File: src/rtl/mem_port_arbiter.sv
// Three-requester round-robin arbiter (instruction fetch, load/store, debug)
// in front of one single-port BRAM with one-cycle read latency.
module mem_port_arbiter #(
  parameter int unsigned MEM_WORDS = 3000,
  parameter int unsigned AW        = 12
) (
  input  logic          clock_1hz,
  input  logic          rst_n,
  input  logic          if_req,
  input  logic [31:0]   if_addr,
  input  logic          ls_req,
  input  logic          ls_we,
  input  logic [3:0]    ls_be,
  input  logic [31:0]   ls_addr,
  input  logic [31:0]   ls_wdata,
  input  logic          dbg_req,
  input  logic [31:0]   dbg_addr,
  output logic          if_ack,
  output logic          ls_ack,
  output logic          dbg_ack,
  output logic [31:0]   rdata,
  output logic          err,
  output logic          mem_en,
  output logic [3:0]    mem_we,
  output logic [AW-1:0] mem_addr,
  output logic [31:0]   mem_wdata,
  input  logic [31:0]   mem_rdata,
  output logic [1:0]    last_gnt
);

  typedef enum logic [1:0] {
    SRC_IF  = 2'd0,
    SRC_LS  = 2'd1,
    SRC_DBG = 2'd2
  } src_e;

  localparam logic [31:0] ADDR_LIMIT = 32'(MEM_WORDS * 4);

  src_e          last_gnt_q, last_gnt_d;
  logic          infl_v_q,   infl_v_d;
  src_e          infl_id_q,  infl_id_d;
  logic          infl_err_q, infl_err_d;
  logic          infl_wr_q,  infl_wr_d;
  logic [AW-1:0] addr_q,     addr_d;
  logic [31:0]   wdata_q,    wdata_d;

  logic [2:0]    req_vec;
  logic [2:0]    elig;
  logic          gnt_v;
  logic          grant;
  src_e          gnt_id;
  logic [1:0]    rr_idx;
  logic [31:0]   sel_addr;
  logic          sel_wr;
  logic          sel_err;

  assign req_vec = {dbg_req, ls_req, if_req};

  // The requester granted last cycle is still waiting for its ack, so it sits out.
  always_comb begin
    elig = req_vec;
    if (infl_v_q) begin
      case (infl_id_q)
        SRC_IF:  elig[0] = 1'b0;
        SRC_LS:  elig[1] = 1'b0;
        default: elig[2] = 1'b0;
      endcase
    end
  end

  always_comb begin
    gnt_v  = 1'b0;
    gnt_id = last_gnt_q;
    rr_idx = '0;
    for (int unsigned k = 1; k <= 3; k++) begin
      rr_idx = 2'((32'(last_gnt_q) + k) % 3);
      if (!gnt_v && elig[rr_idx]) begin
        gnt_v  = 1'b1;
        gnt_id = src_e'(rr_idx);
      end
    end
  end

  // Reset blocks grants combinationally so mem_en cannot glitch while rst_n is low.
  assign grant = gnt_v && rst_n;

  always_comb begin
    case (gnt_id)
      SRC_IF:  sel_addr = if_addr;
      SRC_LS:  sel_addr = ls_addr;
      default: sel_addr = dbg_addr;
    endcase
    sel_wr  = (gnt_id == SRC_LS) && ls_we;
    sel_err = (sel_addr[1:0] != 2'b00) || (sel_addr >= ADDR_LIMIT);
  end

  always_comb begin
    mem_en    = 1'b0;
    mem_we    = '0;
    mem_addr  = addr_q;
    mem_wdata = wdata_q;
    if (grant) begin
      mem_en    = !sel_err;
      mem_we    = (sel_wr && !sel_err) ? ls_be : 4'b0000;
      mem_addr  = sel_addr[AW+1:2];
      mem_wdata = ls_wdata;
    end
  end

  always_comb begin
    if_ack  = 1'b0;
    ls_ack  = 1'b0;
    dbg_ack = 1'b0;
    err     = 1'b0;
    rdata   = '0;
    if (rst_n && infl_v_q) begin
      case (infl_id_q)
        SRC_IF:  if_ack  = 1'b1;
        SRC_LS:  ls_ack  = 1'b1;
        default: dbg_ack = 1'b1;
      endcase
      err = infl_err_q;
      if (!infl_err_q && !infl_wr_q) rdata = mem_rdata;
    end
  end

  always_comb begin
    infl_v_d   = grant;
    infl_id_d  = grant ? gnt_id : infl_id_q;
    infl_err_d = grant && sel_err;
    infl_wr_d  = grant && sel_wr;
    last_gnt_d = grant ? gnt_id : last_gnt_q;
    addr_d     = mem_addr;
    wdata_d    = mem_wdata;
  end

  always_ff @(posedge clock_1hz or negedge rst_n) begin
    if (!rst_n) begin
      last_gnt_q <= SRC_DBG;
      infl_v_q   <= 1'b0;
      infl_id_q  <= SRC_IF;
      infl_err_q <= 1'b0;
      infl_wr_q  <= 1'b0;
      addr_q     <= '0;
      wdata_q    <= '0;
    end else begin
      last_gnt_q <= last_gnt_d;
      infl_v_q   <= infl_v_d;
      infl_id_q  <= infl_id_d;
      infl_err_q <= infl_err_d;
      infl_wr_q  <= infl_wr_d;
      addr_q     <= addr_d;
      wdata_q    <= wdata_d;
    end
  end

  assign last_gnt = last_gnt_q;

endmodule

File: config.mk
export PLATFORM = sky130hd
export DESIGN_NAME = mem_port_arbiter
export DESIGN_NICKNAME = d
export VERILOG_FILES = /design/src/rtl/mem_port_arbiter.sv
export SDC_FILE = /design/constraint.sdc
export NUM_CORES = 1
export LEC_CHECK = 0
export CAP_MARGIN = 15
export CELL_PAD_IN_SITES_DETAIL_PLACEMENT = 0
export CELL_PAD_IN_SITES_GLOBAL_PLACEMENT = 2
export CORE_MARGIN = 2
export CORE_UTILIZATION = 14
export DETAILED_ROUTE_END_ITERATION = 12
export PLACE_DENSITY_LB_ADDON = 0.05
export RECOVER_POWER = 50
export SYNTH_ARGS = -nofsm -noshare
export SYNTH_HDL_FRONTEND = slang
export SYNTH_SLANG_ARGS = --single-unit
File: constraint.sdc
create_clock -name clock_1hz -period 2.86 [get_ports clock_1hz]
set_clock_uncertainty 0.2 [all_clocks]
set_input_delay 0.286 -clock clock_1hz [delete_from_list [all_inputs] [get_ports clock_1hz]]
set_output_delay 0.286 -clock clock_1hz [all_outputs]
set_load 0.01 [all_outputs]
Word-level counts from Yosys, hierarchy flattened. Index checks and enable logic that the tools add are counted.

Bits in registers: 51. Input bits: 170. Word-level logic and storage cells: 69.

$add $sub $neg: 3. Div/mod/pow operators: 3. Magnitude comparators: 4. Eq/ne operators: 2. Muxes and demuxes: 31. Reduce and logical (&&, ||, !) cells: 19.

Operators with widths (number): 32-bit by 2-bit modulo with 32-bit output, second input constant (3); 32-bit 2-to-1 mux (3); 32-bit case mux with 2 select lines (1); 32-bit by 14-bit greater-or-equal comparator with 1-bit output, second input constant (1); 1-bit 2-to-1 mux (17); 12-bit 2-to-1 mux (1); 1-bit logical AND (9); 2-bit by 3-bit less-than comparator with 1-bit output, second input constant (3); 4-bit 2-to-1 mux (2); 2-bit by 2-bit adder with 3-bit output, second input constant (2); 1-bit binary-select mux with 2-bit select (3); 2-bit 2-to-1 mux (3); 1-bit logical NOT (5); 2-bit by 1-bit equality test with 1-bit output, second input constant (2); 2-bit logical NOT (2); 2-bit by 1-bit adder with 3-bit output, second input constant (1); 3-bit 2-to-1 mux (1); 2-bit nonzero test (1); 2-bit OR reduction (1); 1-bit logical OR (1).

Logic depth before layout (Yosys ltp). Gate-level depths: netlist of the first run.

Word-level depth: 21. Gate-level depth with buffers: 13. Mapped depth without buffers: 10.

Least setup slack after synthesis of the first run. OpenSTA, ideal clock, no wires.

Kind: register to output. From: register last_gnt_q[0], in the netlist last_gnt[0]. To: output mem_addr[10]. Data arrival time: 2.609 ns. Slack: -0.235 ns. Stages on the path, launching flop included: 11. Buffers on the path: 2. Cell sequence: dfrtp_1 > inv_1 > ha_1 > buf_2 > nor4b_1 > nor2_1 > a221oi_2 > a22oi_4 > buf_6 > mux2i_1 > o221ai_1.

Word-level cells in the longest chain between the ends: 14. Elaborated cells on any way between the ends: 27. Those cells by class: add/sub (3); div (3); eq/ne (1); mux (14); reduce/logical (6).

RTL lines: from (decl) (line 39) `src_e last_gnt_q, last_gnt_d;`; from (signal assigned) (line 147) `last_gnt_q <= last_gnt_d;`; 2-bit by 1-bit adder with 3-bit output (line 76) `rr_idx = 2'((32'(last_gnt_q) + k) % 3);`; 32-bit by 2-bit modulo with 32-bit output (line 76); 1-bit binary-select mux with 2-bit select (line 77) `if (!gnt_v && elig[rr_idx]) begin`; 1-bit 2-to-1 mux (implied by the code) (line 77); 1-bit 2-to-1 mux (line 77); 1-bit logical NOT (line 77); 1-bit logical AND (line 77); 1-bit 2-to-1 mux (line 77); 1-bit logical NOT (line 77); 1-bit logical AND (line 77); 2-bit 2-to-1 mux (line 77); 2-bit by 1-bit equality test with 1-bit output or 2-bit logical NOT (tied branches) (line 88) `case (gnt_id)`; 32-bit case mux with 2 select lines (line 88); 12-bit 2-to-1 mux (*) (line 102) `if (grant) begin`; to (decl) (line 25) `output logic [AW-1:0] mem_addr,`.

Every way passes the cells marked *; elsewhere a longest branch is shown, timed or not. The select of a mux whose other input is x is not followed.

Final worst setup path of the first run.
From: register last_gnt_q[1], in the netlist last_gnt[1]. To: output mem_addr[10].

The elaborated chain is that of the path after synthesis.

==> results.json, run 1 <==
{
  "place_congestion": 0.822,
  "rsz0062_at_grt": "true",
  "setup_viol": 81,
  "synthesis.nets": 549,
  "grt_max_degree": 45,
  "period_share_pct": 115,
  "worst_pin_slew_ns": 1.20,
  "core_sq_um": 21200,
  "placed_area_sq_um": 6580,
  "power.density_nw_per_um2": 1010,
  "fin_area_sq_um": 7460,
  "ant_nets": 0,
  "grt_remaining_overflow": 0,
  "drive_gt1_share_pct": 32.0,
  "pwr-share-seq_pct": 15.4,
  "r2r_slack_ns": 0.06,
  "cts_root_buf": "clkbuf_16",
  "clock_path_buffers": 2,
  "synth.most_common_cell": "nand2_1",
  "timing_worst_setup_path_type": "flop to output port",
  "rows": 53,
  "die_h_um": 152,
  "netlist_area_sq_um": 3050,
  "p_int_uw": 4660,
  "outcome": "complete, but fails checks",
  "slew_violations": 0,
  "synth_area_per_cell_sq_um": 8.08,
  "cp.required_ns": 2.37,
  "grt_pass1_wl_um": 23000,
  "switching_share_pct": 38.3,
  "p_sw_uw": 2900,
  "violations": "negative setup slack",
  "drc": 0,
  "combPwrFrac_pct": 74.8,
  "max_freq_mhz": 305,
  "first_iter_violations": 58,
  "drt-total-wl_um": 15700,
  "worst-r2r-cell-count": 10,
  "finalSetupTns_ns": -17.64,
  "synthFlopType": "dfrtp_1",
  "irDropWorstVdd_uv": 538,
  "worst_slack_ns": -0.420,
  "slew_headroom_pct": 20.1,
  "cp_max_fo": 8,
  "vias": 3973,
  "yosysTopAreaCellShare_pct": 40.2,
  "die-area_sq_um": 23000,
  "synth_edf_count": 0,
  "end_kind": "output port",
  "io_buffer_count": 256,
  "fillers": 2224,
  "p_clk_share_pct": 9.7,
  "initial_utilization_pct": 14.4,
  "p_leak_uw": 0.00385,
  "area_growth_pct": 145,
  "synthTopCellsByArea": "dfrtp_1 40%, nand2_1 17%, and2_1 6.6%",
  "timing.max_cap.violations": 0,
  "grt_pass1_vias": 4121,
  "grt_util_all_layers_pct": 13.2,
  "htree_levels": 2,
  "final_nets": 900,
  "critPathLaunchType": "flop",
  "clock_sinks": 50,
  "hold_violations": 0,
  "drt-wirelength-per-cell_um": 15.6,
  "io-pin-count": 257,
  "clk_pin_slew_ns": 0.07,
  "dp_hpwl_um": 11700,
  "min_path_type": "flop to flop",
  "arrival_ns": 2.79,
  "viasPerCell": 3.95,
  "async_flop_share_pct": 100,
  "yosys.area.top_type": "dfrtp_1",
  "dr.pass1.iters": 4,
  "ys_seq_elements": 50,
  "hold_ws_ns": 0.270,
  "netlist_instances": 377,
  "fp.dieW_um": 152,
  "ys_seq_area_share_pct": 41.1,
  "fin_crit_ns": 3.28,
  "clk_latency_ns": 0.30,
  "hold_depth": 2,
  "ys_types": 52,
  "netlist_top_cells_count": "136 x nand2_1, 49 x dfrtp_1, 32 x and2_1",
  "cts_tree": "built",
  "yosysWarnings": 0,
  "antenna_found_initial": 1,
  "numCtsBuffers": 5
}
[stage by stage]
stage	setup slack (ns)	utilization, %	total power (uW)	instances
4_1_cts	-0.483	33.9	7380	996
2_1_floorplan	-0.0199	-	3330	377
3_5_place_dp	-0.644	31.0	5820	956
3_3_place_gp	-0.611	31.0	5820	956
6_report	-0.420	35.1	7560	1005
5_1_grt	-0.588	35.1	8120	1005
[per-layer routing]
metal	up-vias	GRT usage, %	wire length [um]
li1	1996	-	-
met1	1848	15.2	6210
met2	120	24.4	8250
met3	9	3.68	1080
met4	0	2.36	142
met5	-	0	0
[power groups by stage]
stage                     registers (uW)  logic [uW]  clock network (uW)
after CTS                           1160        5440                 771
after global placement              1170        4650                   0
after detailed placement            1180        4650                   0
after global routing                1200        6120                 797
after floorplan                     1150        2180                   0
final                               1170        5660                 735
[registers in the layout, indices dropped and copies added (netlist names)]
register    flops
wdata_q        32
addr_q         12
last_gnt        2
infl_err_q      1
infl_id_q       1
infl_v_q        1
infl_wr_q       1
[critical path: stages (launching register included)]
cell      delay (ns)
dfstp_2         0.56
ha_4            0.24
nor4b_4         0.35
nor2_2          0.08
a221oi_2        0.32
a22oi_4         0.13
buf_12          0.16
buf_4           0.15
mux2i_4         0.18
o221ai_4        0.19
buf_6           0.13
[path summary, 6_finish.rpt]
path | from | end
worst min register to register | wdata_q[27] | wdata_q[27]
worst max register to register | last_gnt[1] | infl_err_q
worst max-delay path | last_gnt[1] | mem_addr[10]
worst min-delay path | wdata_q[27] | wdata_q[27]
min in group asynchronous | rst_n | infl_v_q
max in group asynchronous | rst_n | addr_q[0]
[cell families (layout without fill, tap and decap cells)]
family	Yosys count	count (layout)	share of synthesized area, %
multiplexers	13	13	4.27
other	0	1	0
flip-flops	50	50	41.1
XOR/XNOR	1	1	0.288
AND/OR/NAND/NOR	228	228	34.8
buffers and inverters	33	385	4.97
AO/OA/AOI/OAI	50	50	13.8
adder cells (fa/ha/maj)	2	2	0.821
[cells in the final DEF, fill, tap and decap left out, types with 3 or more instances in the layout]
cell,n
buf_12,15
inv_1,6
buf_2,27
nand2_1,117
nor2b_1,3
a31oi_1,6
o21ai_1,3
o221ai_2,10
buf_16,5
nor4_1,15
dlymetal6s2s_1,32
mux2i_1,5
and3_1,4
inv_2,3
nor2_1,13
mux2i_2,5
nand2_2,18
o21ai_0,6
a21oi_1,4
nand3_1,6
buf_4,76
clkbuf_16,6
buf_6,32
clkdlybuf4s50_1,170
mux2i_4,3
dlygate4sd3_1,5
and2_1,32
dfrtp_1,47
[layout make-up]
type                    instances  area [sq um]  area share [%]
flip-flops and latches         50          1250            16.8
multi-input cells             294          1940            26.0
diodes                          1          2.50          0.0336
clock inverters                 2          38.8           0.520
clock buffers                   6           139            1.86
inverters                      11          46.3           0.621
well taps                     275           344            4.61
repair buffers                366          3690            49.5
[repair_timing]
item | in CTS | in global routing
cloned | 5 | 3
pin swaps | 19 | 8
endpoints found under the setup margin | 49 | 83
setup buffers | 27 | 6
resized for setup | 261 | 64
endpoints found under the hold margin | 6 | 0
hold buffers | 1 | 0
Note: power is estimated with default switching activity, not from simulation.
==> run 2: changes to the inputs <==
- CTS_CLUSTER_DIAMETER: not set -> 120
==> results of run 2 <==
No change in the layout: final DEF, timing and power equal those of run 1.
==> run 3: changes to the inputs <==
- CTS_BUF_LIST: not set -> sky130_fd_sc_hd__clkbuf_2
==> run 3 against run 2 <==
  * The flow still finishes with violations (negative setup slack)
  * Register-to-register slack lost 0.15 ns
  * Critical endpoint is now mem_addr[7]
  * Largest power group unchanged
  * Flip-flop and latch count is the same
  * Combinational power grew 7.4%
  * Critical path depth did not move
==> results.json, run 3 (synthesis results as in run 1) <==
{
  "outcome": "complete, but fails checks",
  "violations": "negative setup slack",
  "grt_most_used_layer": "met2",
  "power.density_nw_per_um2": 995,
  "clock_path_buffers": 2,
  "hold_depth": 3,
  "die_h_um": 152,
  "die-area_sq_um": 23000,
  "final_nets": 916,
  "grt_util_all_layers_pct": 13.0,
  "numCtsBuffers": 5,
  "regMostFlops": "wdata_q",
  "period_share_pct": 125,
  "final_common_cell": "clkdlybuf4s50_1",
  "cp_max_fo": 7,
  "min_from": "ls_wdata[31]",
  "clk_latency_ns": 0.48,
  "timing.max_cap.violations": 0,
  "grt_pass1_wl_um": 22800,
  "max_freq_mhz": 280,
  "slew_violations": 0,
  "post-place-cells": 956,
  "dp_hpwl_um": 11700,
  "io_buffer_count": 256,
  "timing_worst_setup_path_type": "flop to output port",
  "min_delay_worst_endpoint": "wdata_q[31]",
  "p_leak_uw": 0.00396,
  "htree_levels": 2,
  "first_iter_violations": 57,
  "grt_pass1_vias": 4104,
  "dr.pass1.iters": 4,
  "rsz0062_at_grt": "true",
  "io-pin-count": 257,
  "placed_area_sq_um": 6580,
  "end_kind": "output port",
  "grt_max_degree": 45,
  "fin_cells": 1022,
  "met2_usage_pct": 24.0,
  "core_sq_um": 21200,
  "viasPerCell": 3.99,
  "drive_gt1_share_pct": 39.1,
  "arrival_ns": 3.08,
  "largest_reg_flops": 32,
  "initial_utilization_pct": 14.4,
  "area_growth_pct": 153,
  "hold_violations": 0,
  "reg2reg_from": "last_gnt[1]",
  "place_congestion": 0.822,
  "cts_root_buf": "clkbuf_2",
  "drc": 0,
  "fin_area_sq_um": 7720,
  "antenna_found_initial": 2,
  "grt.met3_usage_pct": 3.50,
  "vias": 4080,
  "drt-wirelength-per-cell_um": 15.7,
  "worst-r2r-cell-count": 11,
  "drt-total-wl_um": 16000,
  "irDropWorstVdd_uv": 597,
  "r2r_slack_ns": -0.09,
  "clock_sinks": 50,
  "worst_pin_slew_ns": 1.21,
  "cts_tree": "built",
  "rows": 53,
  "fin_crit_ns": 3.57,
  "layout_common_cells": "174 x clkdlybuf4s50_1, 85 x buf_4, 77 x nand2_1",
  "globalRouteMet1Util_pct": 15.2,
  "clk_pin_slew_ns": 0.31,
  "hold_ws_ns": 0.0776,
  "r2r-end": "infl_err_q",
  "worst_slack_ns": -0.705,
  "grt_remaining_overflow": 0,
  "cp.required_ns": 2.37,
  "slew_headroom_pct": 19.4,
  "critPathLaunchType": "flop",
  "ant_nets": 0,
  "min_path_type": "primary input to flop",
  "setup_viol": 84,
  "fp.dieW_um": 152,
  "postLayoutCoreUtil_pct": 36.4
}
==> run 3: cell type report <==
class | count | area (sq um)
antenna | 2 | 5.00
clock buffer | 5 | 25.0
clock inverter | 3 | 42.5
fill | 2196 | 13500
inverter | 11 | 48.8
multi-input combinational | 294 | 2180
sequential | 50 | 1250
tap | 275 | 344
timing repair buffer | 382 | 3820
==> run 3: worst max path at each step <==
stage                           start            to  cells past startpoint
after CTS                 last_gnt[1]   mem_addr[7]                     11
after global placement        dbg_req  mem_addr[11]                     12
final                     last_gnt[1]   mem_addr[7]                     10
after global routing      last_gnt[1]   mem_addr[9]                     11
after floorplan           last_gnt[1]   mem_addr[5]                     10
after detailed placement      dbg_req   mem_addr[4]                     12
==> run 3: where the power goes <==
part	internal (uW)	switching (uW)	total, uW
sequential	1050	127	1170
clock	148	272	420
combinational	3420	2660	6080
total	4620	3060	7680
==> run 3: metrics by stage <==
| step | setup TNS [ns] | worst slack [ns] | total power (uW) |
|---|---|---|---|
| after global placement | -24.21 | -0.611 | 5820 |
| after floorplan | -0.0224 | -0.0199 | 3330 |
| after global routing | -52.17 | -0.926 | 8250 |
| final | -34.71 | -0.705 | 7680 |
| after CTS | -29.99 | -0.792 | 7240 |
| after detailed placement | -25.60 | -0.644 | 5820 |
==> run 3: per-layer routing <==
| metal | routed length, um | vias to the layer above | share of wire [%] |
|---|---|---|---|
| met5 | 0 | - | 0 |
| met4 | 153 | 0 | 0.96 |
| met3 | 1060 | 8 | 6.6 |
| met2 | 8500 | 124 | 53 |
| met1 | 6300 | 1926 | 39 |
| li1 | - | 2022 | - |
==> run 3: what timing repair did <==
action | 4_1_cts | 5_1_grt
setup endpoints to repair | 51 | 93
resized for setup | 263 | 148
cloned | 6 | 4
pin swaps | 23 | 47
hold buffers | 4 | 0
hold endpoints to repair | 53 | 0
setup buffers | 27 | 22
==> run 3: worst max-delay path, cell delays in order (launching register included) <==
cell      delay, ns
dfstp_2        0.62
ha_4           0.24
nor4b_4        0.37
nor2_2         0.06
a221oi_2       0.34
a22oi_4        0.13
buf_12         0.16
buf_12         0.14
mux2i_4        0.18
o221ai_2       0.18
buf_2          0.16
